===== config.mk =====
export PLATFORM = sky130hd
export DESIGN_NAME = exception_unit_flat
export DESIGN_NICKNAME = d
export VERILOG_FILES = /design/src/rtl/exception_unit_pkg.sv /design/src/rtl/exception_unit_if.sv /design/src/rtl/exception_unit_fifo.sv /design/src/rtl/exception_unit.sv /design/src/flat_wrapper.sv
export SDC_FILE = /design/constraint.sdc
export NUM_CORES = 1
export LEC_CHECK = 0
export BUFFER_PORTS_ARGS = -buffer_cell sky130_fd_sc_hd__buf_2
export CAP_MARGIN = 15
export CORE_MARGIN = 5
export CORE_UTILIZATION = 38
export CTS_BUF_LIST = sky130_fd_sc_hd__clkbuf_8 sky130_fd_sc_hd__clkbuf_16
export CTS_CLUSTER_SIZE = 8
export DETAILED_ROUTE_END_ITERATION = 6
export GPL_TIMING_DRIVEN = 0
export HOLD_SLACK_MARGIN = 0.05
export PLACE_DENSITY_LB_ADDON = 0.08
export SETUP_SLACK_MARGIN = 0.1
export SYNTH_ARGS = -nofsm -noshare
export SYNTH_HDL_FRONTEND = slang
export SYNTH_SLANG_ARGS = --single-unit

===== constraint.sdc =====
create_clock -name clock -period 5.36 [get_ports clock]
set_input_delay 0.536 -clock clock [delete_from_list [all_inputs] [get_ports clock]]
set_output_delay 0.536 -clock clock [all_outputs]
set_load 0.01 [all_outputs]

===== src/rtl/exception_unit_pkg.sv =====
// exception_unit_pkg: shared exception codes, ALU opcodes and defaults for the writeback exception unit.
package exception_unit_pkg;
  localparam int ALU_OP_WIDTH = 5;
  localparam int STATUS_REG_DEF = 30;
  localparam int EXC_NONE = 0;
  localparam int EXC_ADD = 1;
  localparam int EXC_ADDI = 2;
  localparam int EXC_SUB = 3;
  localparam int EXC_MUL = 4;
  localparam int EXC_DIV = 5;
  localparam logic [ALU_OP_WIDTH-1:0] ALU_ADD = 5'd0;
  localparam logic [ALU_OP_WIDTH-1:0] ALU_SUB = 5'd1;
  localparam logic [ALU_OP_WIDTH-1:0] ALU_MUL = 5'd6;
  localparam logic [ALU_OP_WIDTH-1:0] ALU_DIV = 5'd7;
endpackage


===== src/rtl/exception_unit_if.sv =====
// exception_unit_if: exception log drain handshake.
//   master (exception unit): drives exc_valid, exc_code, exc_pc; samples exc_ready.
//   slave  (handler logic) : samples the head; drives exc_ready to pop it.
interface exception_unit_if #(
  parameter int DATA_WIDTH = 32,
  parameter int CODE_WIDTH = 4
);
  logic exc_valid;
  logic exc_ready;
  logic [CODE_WIDTH-1:0] exc_code;
  logic [DATA_WIDTH-1:0] exc_pc;
  modport master (output exc_valid, exc_code, exc_pc, input exc_ready);
  modport slave (input exc_valid, exc_code, exc_pc, output exc_ready);
endinterface


===== src/rtl/exception_unit_fifo.sv =====
// exc_fifo: synchronous FIFO with valid/ready pop and a drop indicator for pushes into a full FIFO.
//   clock, reset       : clock, synchronous active-high reset (empties the FIFO)
//   push, pushData     : write request and data
//   popReady           : pops the head when outValid is high
//   outValid, outData  : head entry, combinational from storage
//   pushDropped        : push refused this cycle (full and no simultaneous pop)
//   countNext          : occupancy after the coming edge
module exc_fifo #(
  parameter int DATA_W = 36,
  parameter int DEPTH = 4
) (
  input  logic clock,
  input  logic reset,
  input  logic push,
  input  logic [DATA_W-1:0] pushData,
  input  logic popReady,
  output logic outValid,
  output logic [DATA_W-1:0] outData,
  output logic pushDropped,
  output logic [$clog2(DEPTH):0] countNext
);
  localparam int AW = $clog2(DEPTH);
  logic [DATA_W-1:0] mem [DEPTH];
  logic [AW-1:0] wrPtr, rdPtr;
  logic [AW:0] count;
  logic full, doPop, doPush;
  // A full FIFO still accepts a push when the head leaves in the same cycle.
  always_comb begin
    full = count == (AW+1)'(DEPTH);
    outValid = count != '0;
    doPop = popReady & outValid;
    doPush = push & (~full | doPop);
    pushDropped = push & full & ~doPop;
    countNext = count + (AW+1)'(doPush) - (AW+1)'(doPop);
    outData = mem[rdPtr];
  end
  always_ff @(posedge clock)
    if (doPush) mem[wrPtr] <= pushData;
  always_ff @(posedge clock) begin
    if (reset) begin
      wrPtr <= '0;
      rdPtr <= '0;
      count <= '0;
    end else begin
      if (doPush) wrPtr <= wrPtr + AW'(1);
      if (doPop) rdPtr <= rdPtr + AW'(1);
      count <= countNext;
    end
  end
endmodule


===== src/rtl/exception_unit.sv =====
// exception_unit: writeback exception override with event log, irq, drop flag and saturating counter.
//   clock, reset          : clock, synchronous active-high reset
//   wb_valid, overflow, md_exception, rType, aluOp : raw event and instruction class
//   exc_mask              : bit n masks exception code n
//   rdIn, dIn, pcIn       : incoming writeback slot
//   rdOut, dOut           : final writeback (status register + code when redirected)
//   exc_taken             : this cycle's instruction was redirected
//   excBus                : log head (exc_valid/exc_code/exc_pc) and consumer exc_ready
//   irq                   : registered, log non-empty
//   exc_dropped           : sticky, an event was lost to a full log; clear_dropped clears it
//   exc_count             : saturating count of taken exceptions
module exception_unit import exception_unit_pkg::*; #(
  parameter int DATA_WIDTH = 32,
  parameter int REG_ADDR_WIDTH = 5,
  parameter int STATUS_REG = STATUS_REG_DEF,
  parameter int CODE_WIDTH = 4,
  parameter int DEPTH = 4,
  parameter int COUNT_WIDTH = 16
) (
  input  logic clock,
  input  logic reset,
  input  logic wb_valid,
  input  logic overflow,
  input  logic md_exception,
  input  logic rType,
  input  logic [ALU_OP_WIDTH-1:0] aluOp,
  input  logic [2**CODE_WIDTH-1:0] exc_mask,
  input  logic [REG_ADDR_WIDTH-1:0] rdIn,
  input  logic [DATA_WIDTH-1:0] dIn,
  input  logic [DATA_WIDTH-1:0] pcIn,
  output logic [REG_ADDR_WIDTH-1:0] rdOut,
  output logic [DATA_WIDTH-1:0] dOut,
  output logic exc_taken,
  exception_unit_if.master excBus,
  output logic irq,
  output logic exc_dropped,
  input  logic clear_dropped,
  output logic [COUNT_WIDTH-1:0] exc_count
);
  logic [CODE_WIDTH-1:0] code;
  logic raw, pushDropped;
  logic [$clog2(DEPTH):0] countNext;
  always_comb begin
    code = (aluOp == ALU_ADD) ? (rType ? CODE_WIDTH'(EXC_ADD) : CODE_WIDTH'(EXC_ADDI)) :
           (aluOp == ALU_SUB) ? CODE_WIDTH'(EXC_SUB) :
           (aluOp == ALU_MUL) ? CODE_WIDTH'(EXC_MUL) :
           (aluOp == ALU_DIV) ? CODE_WIDTH'(EXC_DIV) : CODE_WIDTH'(EXC_NONE);
    raw = wb_valid & (overflow | md_exception);
    exc_taken = raw & (code != CODE_WIDTH'(EXC_NONE)) & ~exc_mask[code];
    rdOut = exc_taken ? REG_ADDR_WIDTH'(STATUS_REG) : rdIn;
    dOut = exc_taken ? DATA_WIDTH'(code) : dIn;
  end
  exc_fifo #(.DATA_W(CODE_WIDTH + DATA_WIDTH), .DEPTH(DEPTH)) u_fifo (
    .clock(clock),
    .reset(reset),
    .push(exc_taken & ~reset),
    .pushData({code, pcIn}),
    .popReady(excBus.exc_ready),
    .outValid(excBus.exc_valid),
    .outData({excBus.exc_code, excBus.exc_pc}),
    .pushDropped(pushDropped),
    .countNext(countNext)
  );
  // A new drop in the same cycle as clear_dropped keeps the flag set.
  always_ff @(posedge clock) begin
    if (reset) begin
      exc_dropped <= 1'b0;
      exc_count <= '0;
      irq <= 1'b0;
    end else begin
      exc_dropped <= pushDropped | (exc_dropped & ~clear_dropped);
      if (exc_taken & ~&exc_count) exc_count <= exc_count + COUNT_WIDTH'(1);
      irq <= countNext != '0;
    end
  end
endmodule

===== src/flat_wrapper.sv =====
// flat-port wrapper written by rule: the top's interface ports become plain ports
module exception_unit_flat import exception_unit_pkg::*;
#(
  parameter int DATA_WIDTH = 32,
  parameter int REG_ADDR_WIDTH = 5,
  parameter int STATUS_REG = STATUS_REG_DEF,
  parameter int CODE_WIDTH = 4,
  parameter int DEPTH = 4,
  parameter int COUNT_WIDTH = 16
)
  (clock, reset, wb_valid, overflow, md_exception, rType, aluOp, exc_mask, rdIn, dIn, pcIn, rdOut, dOut, exc_taken, irq, exc_dropped, clear_dropped, exc_count, excBus_exc_valid, excBus_exc_code, excBus_exc_pc, excBus_exc_ready);
  exception_unit_if #(.DATA_WIDTH(DATA_WIDTH), .CODE_WIDTH(CODE_WIDTH)) excBus_i ();
  input  logic clock;
  input  logic reset;
  input  logic wb_valid;
  input  logic overflow;
  input  logic md_exception;
  input  logic rType;
  input  logic [ALU_OP_WIDTH-1:0] aluOp;
  input  logic [2**CODE_WIDTH-1:0] exc_mask;
  input  logic [REG_ADDR_WIDTH-1:0] rdIn;
  input  logic [DATA_WIDTH-1:0] dIn;
  input  logic [DATA_WIDTH-1:0] pcIn;
  output logic [REG_ADDR_WIDTH-1:0] rdOut;
  output logic [DATA_WIDTH-1:0] dOut;
  output logic exc_taken;
  output logic irq;
  output logic exc_dropped;
  input  logic clear_dropped;
  output logic [COUNT_WIDTH-1:0] exc_count;
  output wire logic [$bits(excBus_i.exc_valid)-1:0] excBus_exc_valid;
  output wire logic [$bits(excBus_i.exc_code)-1:0] excBus_exc_code;
  output wire logic [$bits(excBus_i.exc_pc)-1:0] excBus_exc_pc;
  input wire logic [$bits(excBus_i.exc_ready)-1:0] excBus_exc_ready;
  assign excBus_exc_valid = excBus_i.exc_valid;
  assign excBus_exc_code = excBus_i.exc_code;
  assign excBus_exc_pc = excBus_i.exc_pc;
  assign excBus_i.exc_ready = excBus_exc_ready;
  exception_unit #(.DATA_WIDTH(DATA_WIDTH), .REG_ADDR_WIDTH(REG_ADDR_WIDTH), .STATUS_REG(STATUS_REG), .CODE_WIDTH(CODE_WIDTH), .DEPTH(DEPTH), .COUNT_WIDTH(COUNT_WIDTH)) u_core (.clock(clock), .reset(reset), .wb_valid(wb_valid), .overflow(overflow), .md_exception(md_exception), .rType(rType), .aluOp(aluOp), .exc_mask(exc_mask), .rdIn(rdIn), .dIn(dIn), .pcIn(pcIn), .rdOut(rdOut), .dOut(dOut), .exc_taken(exc_taken), .excBus(excBus_i), .irq(irq), .exc_dropped(exc_dropped), .clear_dropped(clear_dropped), .exc_count(exc_count));
endmodule

Yosys cells after proc, flatten, opt, wreduce, memory -nomap -nowiden
Memory sizes are Yosys's and may differ from the RTL's. A register that Yosys moved wholly into a read port is not among the register bits.
Index checks and enable logic that the tools add are counted.
{ "totals": {"ramBits": 144, "in_bits": 98, "out_inout_bits": 93, "reg_bits": 25, "memories": 1, "wordCells": 54} }
{ "memory_table": {"columns": ["name", "words", "word_bits", "rd", "rd_clocked_by_memory_dff", "write_ports", "line", "source"], "rows": [
  ["u_core.u_fifo.mem", 4, 36, 1, 1, 1, "exception_unit_fifo.sv:23", "logic [DATA_W-1:0] mem [DEPTH];"]
]} }
{ "classes": {"addsub": 5, "n_eq_ne": 4, "n_bitwise": 18, "n_reduce_logical": 6, "magnitude_cmp": 1, "n_mux": 13} }
{ "op_table": {"columns": ["operator", "n"], "rows": [
  ["2-to-1 mux 32 bit", 1],
  ["adder 16 x 1 -> 16 bit, second input constant", 1],
  ["AND reduction 16 bit", 1],
  ["2-to-1 mux 4 bit", 3],
  ["AND 1 bit", 10],
  ["== test 5 x 3 -> 1 bit, second input constant", 2],
  ["2-to-1 mux 2 bit", 3],
  ["nonzero test 3 bit", 2],
  ["== test 5 x 1 -> 1 bit, second input constant", 1],
  ["logical NOT 5 bit", 1],
  ["less-than comparator 4 x 5 -> 1 bit, second input constant", 1],
  ["2-to-1 mux 5 bit", 1],
  ["NOT 1 bit", 5],
  ["adder 2 x 1 -> 2 bit, second input constant", 2],
  ["binary-select mux 1 bit (select 4 bit)", 1],
  ["nonzero test 4 bit", 1],
  ["adder 3 x 1 -> 3 bit", 1],
  ["== test 3 bit, second input constant", 1],
  ["2-to-1 mux 1 bit", 3],
  ["2-to-1 mux 3 bit", 1],
  ["OR 1 bit", 3],
  ["subtractor 3 x 1 -> 3 bit", 1],
  ["logical NOT 1 bit", 1]
]} }

Logic depth before layout (Yosys ltp)
{ "logic_depth": {"ltp_word": 14, "mapped_depth": 14, "depth_no_buf": 13} }

Hierarchy
A second synthesis with hierarchy kept.
{ "unflattened": {"hier_cells": 407, "area_unflattened_um2": 6994.2} }
{ "modules_own_cells": {"columns": ["mod", "instances", "seq_area_each_um2", "cells_per_inst", "area_each_um2"], "rows": [
  ["exc_fifo", 1, 4504.3, 237, 5696.7],
  ["exception_unit", 1, 360.3, 170, 1297.5]
]} }

Worst setup path before layout
OpenSTA, ideal clock, no wires.
{ "synth_timing": {"kind": "in2reg", "startpoint": "input aluOp[1]", "endpoint": "register u_core.irq", "stages": 14, "setup_slack_ns": 2.124, "arrival_ns": 3.105, "required_time_ns": 5.230, "n_path_buf": 1, "setup_time_ns": 0.130, "path_cell_list": "nor4bb_2 -> o311a_1 -> a211o_1 -> buf_2 -> nor3_1 -> inv_1 -> ha_1 -> inv_1 -> ha_1 -> inv_1 -> fa_1 -> xor2_1 -> xnor2_1 -> a31oi_1"} }
{ "synth_via": {"elab_chain_len": 14, "elab_cells_between_ends": 19, "cone_classes": "add/sub: 2; eq/ne: 3; mux: 6; bitwise: 5; reduce/logical: 3"} }
{ "synth_rtl": {"columns": ["item", "line", "source"], "rows": [
  ["start, declared", "flat_wrapper.sv:19", "input logic [ALU_OP_WIDTH-1:0] aluOp;"],
  ["== test 5 x 3 -> 1 bit", "exception_unit.sv:47", "(aluOp == ALU_DIV) ? CODE_WIDTH'(EXC_DIV) : CODE_WIDTH'(EXC_NONE);"],
  ["2-to-1 mux 3 bit", "exception_unit.sv:47", null],
  ["2-to-1 mux 4 bit", "exception_unit.sv:46", "(aluOp == ALU_MUL) ? CODE_WIDTH'(EXC_MUL) :"],
  ["2-to-1 mux 4 bit", "exception_unit.sv:45", "(aluOp == ALU_SUB) ? CODE_WIDTH'(EXC_SUB) :"],
  ["2-to-1 mux 4 bit (*)", "exception_unit.sv:44", "code = (aluOp == ALU_ADD) ? (rType ? CODE_WIDTH'(EXC_ADD) : CODE_WIDTH'(EXC_ADDI)) :"],
  ["binary-select mux 1 bit (select 4 bit)", "exception_unit.sv:49", "exc_taken = raw & (code != CODE_WIDTH'(EXC_NONE)) & ~exc_mask[code];"],
  ["2-to-1 mux 1 bit (implied by the code)", "exception_unit.sv:49", null],
  ["NOT 1 bit", "exception_unit.sv:49", null],
  ["AND 1 bit (*)", "exception_unit.sv:49", null],
  ["AND 1 bit (*)", "exception_unit.sv:56", ".push(exc_taken & ~reset),"],
  ["AND 1 bit (*)", "exception_unit_fifo.sv:32", "doPush = push & (~full | doPop);"],
  ["adder 3 x 1 -> 3 bit (*)", "exception_unit_fifo.sv:34", "countNext = count + (AW+1)'(doPush) - (AW+1)'(doPop);"],
  ["subtractor 3 x 1 -> 3 bit (*)", "exception_unit_fifo.sv:34", null],
  ["nonzero test 3 bit (*)", "exception_unit.sv:73", "irq <= countNext != '0;"],
  ["end signal, assigned", "exception_unit.sv:69", "irq <= 1'b0;"],
  ["end signal, assigned", "exception_unit.sv:73", null],
  ["end, declared", "exception_unit.sv:35", "output logic irq,"]
]} }
Every way passes the cells marked *; elsewhere a longest branch is shown, timed or not. The select of a mux whose other input is x is not followed.
A chain may end at the register's enable or synchronous reset.

Final worst setup path
{ "layout_timing": {"startpoint": "input aluOp[4]", "endpoint": "register u_core.irq"} }
{ "layout_via": {"elab_chain_len": 14, "elab_cells_between_ends": 19, "cone_classes": "add/sub: 2; eq/ne: 3; mux: 6; bitwise: 5; reduce/logical: 3"} }
{ "layout_rtl": {"columns": ["item", "line", "source"], "rows": [
  ["== test 5 x 3 -> 1 bit", "exception_unit.sv:47", null],
  ["2-to-1 mux 3 bit", "exception_unit.sv:47", null],
  ["2-to-1 mux 4 bit", "exception_unit.sv:46", null],
  ["2-to-1 mux 4 bit", "exception_unit.sv:45", null],
  ["2-to-1 mux 4 bit (*)", "exception_unit.sv:44", null],
  ["via u_core.code[2]", "exception_unit.sv:40", "logic [CODE_WIDTH-1:0] code;"],
  ["binary-select mux 1 bit (select 4 bit)", "exception_unit.sv:49", null],
  ["2-to-1 mux 1 bit (implied by the code)", "exception_unit.sv:49", null],
  ["NOT 1 bit", "exception_unit.sv:49", null],
  ["AND 1 bit (*)", "exception_unit.sv:49", null],
  ["AND 1 bit (*)", "exception_unit.sv:56", null],
  ["AND 1 bit (*)", "exception_unit_fifo.sv:32", null],
  ["adder 3 x 1 -> 3 bit (*)", "exception_unit_fifo.sv:34", null],
  ["subtractor 3 x 1 -> 3 bit (*)", "exception_unit_fifo.sv:34", null],
  ["nonzero test 3 bit (*)", "exception_unit.sv:73", null]
]} }
Mark *: on every way through the listed nets, which the timed path passes. The rest lies on a longest branch. The select of a mux whose other input is x is not followed.

==> results <==
- The global-route track usage on met3 is 4.692%.
- The number of antenna violations at the first check in global routing is 0.
- The routed design could run at a clock period as short as about 3.4 ns.
- The floorplan die width is 143.5 microns.
- The first-pass GRT wire length is about 25 mm.
- The path with the worst hold slack has its endpoint at u_core.u_fifo.mem[0][24].
- The post-detailed-route count of antenna-violating nets is 0.
- In this run the power density over the cells is 371.8 mW/mm^2.
- The count of H-tree levels built during CTS is 4.
- The most frequent cell after synthesis is sky130_fd_sc_hd__edfxtp_1.
- The number of nets handed over by synthesis was 512.
- The ratio of cells with drive above 1 in the final layout is 41.10%.
- In the final routed layout, each cell accounts on average for between 15 and 20 microns.
- The final max-slew violation count is 0.
- The critical path in this run is classified as primary input to flip-flop.
- The synthesized area per cell is 16.68 sq um.
- The placer's final routability congestion estimate is 0.8932.
- The worst register-to-register path ends at u_core.irq.
- In this run the static leakage power is 3.115 nW.
- The transition time at the pin with the least slew margin is 0.7955 ns.
- The floorplan has 48 rows.
- Global routing consumed, on the met1 layer, a little under a fifth of the routing resources.
- met2 is the most crowded layer.
- The floorplan core area is around 0.017 sq mm.
- Measured on the finished design, the core utilization comes to 49.21%.
- The combined global-route utilization of all metal layers is about 16%.
- The flow ran to the end, and the final reports show no timing, DRC or antenna violations.
- In the final timing run, aggregate negative setup slack is 0 ns.
- The final route contains 4,279 vias.
- Of all cell types, the one taking the most synthesized area is sky130_fd_sc_hd__edfxtp_1.
- The clock-pin slew on the worst setup and hold paths is roughly 0.06 ns.
- The synthesized netlist contains 45 unique library cells.
- The post-route total power is 3.186 mW.
- The die area is 0.02059 sq mm.
- The total global routing overflow is 0.
- In this run the tightest slew margin relative to its limit is between 40 and 50%.
- The number of clock buffers added by TritonCTS is 17.
- After detailed routing, the number of vias per cell comes to 5.076.
- The layout has 1,547 filler cells.
- Setup violations remaining at the end of the flow were counted as 0.
- The post-synthesis cell area is 0.006771 sq mm.
- In the synthesized netlist, the cells that appear most often are sky130_fd_sc_hd__edfxtp_1, sky130_fd_sc_hd__and2_1, sky130_fd_sc_hd__mux4_2.
- The global routing usage on met2 is 27.62%.
- In this run, placement finished with an instance count of a little over 800.
- The synthesis-to-finish area growth is 26.57%.
- In this run the clock root is driven by a sky130_fd_sc_hd__clkbuf_16.
- The top cell type by area accounts for 62.08% of the synthesized area.
- The number of sinks on the clock net is 167.
- The register-to-register path setup slack is 2.76 ns.
- The number of enable-type register cells in the synthesized netlist is 140.
- The cell count of the worst reg-to-reg path is 11.
- Summing the sequential cell areas from Yosys gives 70.07% of the chip area.
- By area the synthesized netlist is led by sky130_fd_sc_hd__edfxtp_1, sky130_fd_sc_hd__mux4_2, sky130_fd_sc_hd__dfxtp_1, sky130_fd_sc_hd__and2_1, sky130_fd_sc_hd__ha_1.
- The via count of the first global-routing pass came to 4,623.
- The final hold violation count was 0.
- The HPWL after detailed placement is 11.04 mm.
- The most instantiated flip-flop cell in the synthesis netlist is sky130_fd_sc_hd__edfxtp_1.
- Counting along the longest clock path gives a buffer depth of 2.
- The required time at the worst-slack endpoint is 5.64 ns.
- In this run, the number of DRC markers left after iteration 0 of detailed routing was around 180.
- In the finished design, the share of the clock period the worst path needs comes to 63.53%.
- The final routed DRC violation total is 0.
- The floorplan step set the die height to 143.5 microns.
- STA classifies the critical path endpoint as a flip-flop.
- The clock reaches the later pin of the worst-skew pair after 0.41 ns.
- The maximum net fanout on the critical path is 10.
- Counting flops and latches in the post-synthesis netlist gives approximately 170.
- The count of hold-fix buffers inserted at cts is 0.
- The worst register-to-register path begins at u_core.u_fifo.count[1].
- The peak ir drop on the vdd network is 0.0002305 V.
- Along the worst hold path, the cell count comes to 1.
- The initial utilization of the core area, before any placement, comes to about 39%.
- The max-capacitance violation count is 0.
- The type of the most critical hold path is primary input to flip-flop.
- The net count reported at finish is 712.
- The number of antenna diodes in the final layout is 0.
- Clock skew on the completed layout was measured at 0.006266 ns.
- The worst hold margin is 0.3333 ns.
- The proportion of synthesized flip-flops having asynchronous set or reset is 0%.
- The peak clock frequency supported by timing is 0.2937 GHz.
- STA puts the critical path data arrival time at ~3.7 ns.
- The count of buffers inserted at the top-level ports is about 180.
- In this run the most critical hold path is launched from pcIn[24].
- The number of non-filler instances in the completed layout is ~840.
- The number of placed I/O pins is 191.
- TritonCTS built the clock tree.
- The maximum number of pins on one net before global-route repair is 25.
- During synthesis, Yosys emitted a total of 0 warnings.
- Setup repair after global routing left no endpoint under its margin.
- For this run, the detailed router's first-pass iteration total came to 4.
- Counting every instance in the synthesized netlist gives 406.
- In this run, post-CTS repair resized a total of 0 instances.
- The final wirelength is approximately 16 mm.
- The setup fix buffers added after clock tree synthesis is 0.
- The kind of launch point of the worst setup path is a primary input.
## cells by family (layout without fill, tap and decap cells)
family          after synthesis  in the layout  share of synthesized area (%)
compound gates               40             40                          3.807
xor+xnor                      4              4                         0.5175
fa+ha+maj                     8              8                          1.589
buf+inv                      32            244                          2.014
flops                       167            167                          70.07
mux                          39             39                          12.25
other cells                   1              1                        0.05538
simple gates                115            115                          9.701
## cells in the final DEF, fill, tap and decap left out, types with 3 or more instances in the layout
cell type,synthesis,final
sky130_fd_sc_hd__buf_2,4,181
sky130_fd_sc_hd__edfxtp_1,140,140
sky130_fd_sc_hd__mux4_2,35,35
sky130_fd_sc_hd__and2_1,37,33
sky130_fd_sc_hd__dfxtp_1,27,27
sky130_fd_sc_hd__nand2_1,19,19
sky130_fd_sc_hd__nor2_1,17,17
sky130_fd_sc_hd__clkbuf_16,0,17
sky130_fd_sc_hd__a21oi_1,16,16
sky130_fd_sc_hd__inv_1,11,15
sky130_fd_sc_hd__clkbuf_1,15,15
sky130_fd_sc_hd__o31ai_1,11,11
sky130_fd_sc_hd__or4_1,11,11
sky130_fd_sc_hd__ha_1,7,7
sky130_fd_sc_hd__nand2b_1,6,6
sky130_fd_sc_hd__nand4_1,5,5
sky130_fd_sc_hd__o21ai_0,4,4
sky130_fd_sc_hd__and2_2,0,4
sky130_fd_sc_hd__nand3_1,4,4
sky130_fd_sc_hd__buf_12,0,4
sky130_fd_sc_hd__or3_1,3,3
sky130_fd_sc_hd__mux2i_1,3,3
sky130_fd_sc_hd__clkinv_2,0,3
## flip-flops by register name, summed over array words and instances, names as in the netlist, named ones only
signal	count
u_core.irq	1
u_core.u_fifo.count	3
u_core.u_fifo.mem	140
u_core.u_fifo.wrPtr	2
u_core.exc_dropped	1
u_core.u_fifo.rdPtr	2
u_core.exc_count	16
## per-layer routing
layer | share of wire [%] | wire (microns)
met1 | 38 | 6009
met2 | 52 | 8170
met3 | 7.9 | 1243
met5 | 0 | 0
met4 | 2.2 | 351
## final cells by class
cell class,instances,area (sq um),share of cell area (%)
inverter,11,41.29,0.4818
multi-input combinational,207,1896,22.12
timing repair buffer,181,965.9,11.27
tap,225,281.5,3.285
clock buffer,17,425.4,4.964
sequential,167,4745,55.36
buffer,21,95.09,1.109
clock inverter,14,121.4,1.416
## stage by stage
stage               instance area [sq um]  setup WS (ns)
floorplan                            6771          2.124
global placement                     7939          1.023
detailed placement                   8024          1.488
CTS                                  8571          1.900
global route                         8571          1.759
finish                               8571          1.955
## worst max path at each step
| stage | startpoint | to | slack [ns] |
|---|---|---|---|
| 2_1_floorplan | aluOp[1] | u_core.irq | 2.12 |
| 3_3_place_gp | aluOp[1] | u_core.u_fifo.mem[0][22] | 1.02 |
| 3_5_place_dp | aluOp[4] | u_core.irq | 1.49 |
| 4_1_cts | aluOp[4] | u_core.irq | 1.90 |
| 5_1_grt | aluOp[1] | u_core.irq | 1.76 |
| 6_report | aluOp[4] | u_core.irq | 1.95 |
## critical path, stage by stage
cell	delay [ns]
sky130_fd_sc_hd__buf_2	0.12
sky130_fd_sc_hd__nor4bb_2	0.66
sky130_fd_sc_hd__o311a_1	0.23
sky130_fd_sc_hd__a211o_1	0.29
sky130_fd_sc_hd__buf_2	0.33
sky130_fd_sc_hd__nor3_1	0.14
sky130_fd_sc_hd__inv_1	0.09
sky130_fd_sc_hd__ha_1	0.23
sky130_fd_sc_hd__inv_1	0.06
sky130_fd_sc_hd__ha_1	0.14
sky130_fd_sc_hd__inv_1	0.05
sky130_fd_sc_hd__fa_1	0.37
sky130_fd_sc_hd__xor2_1	0.16
sky130_fd_sc_hd__xnor2_1	0.17
sky130_fd_sc_hd__a31oi_1	0.11
## power breakdown
group          switching [mW]  total, mW  internal (mW)  leakage [nW]
sequential             0.0144       1.44           1.43          1.48
clock                   0.462       1.13          0.670         0.278
combinational           0.304      0.610          0.305          1.36
total                   0.781       3.19           2.41          3.12
Note: power is estimated with default switching activity, not from simulation.
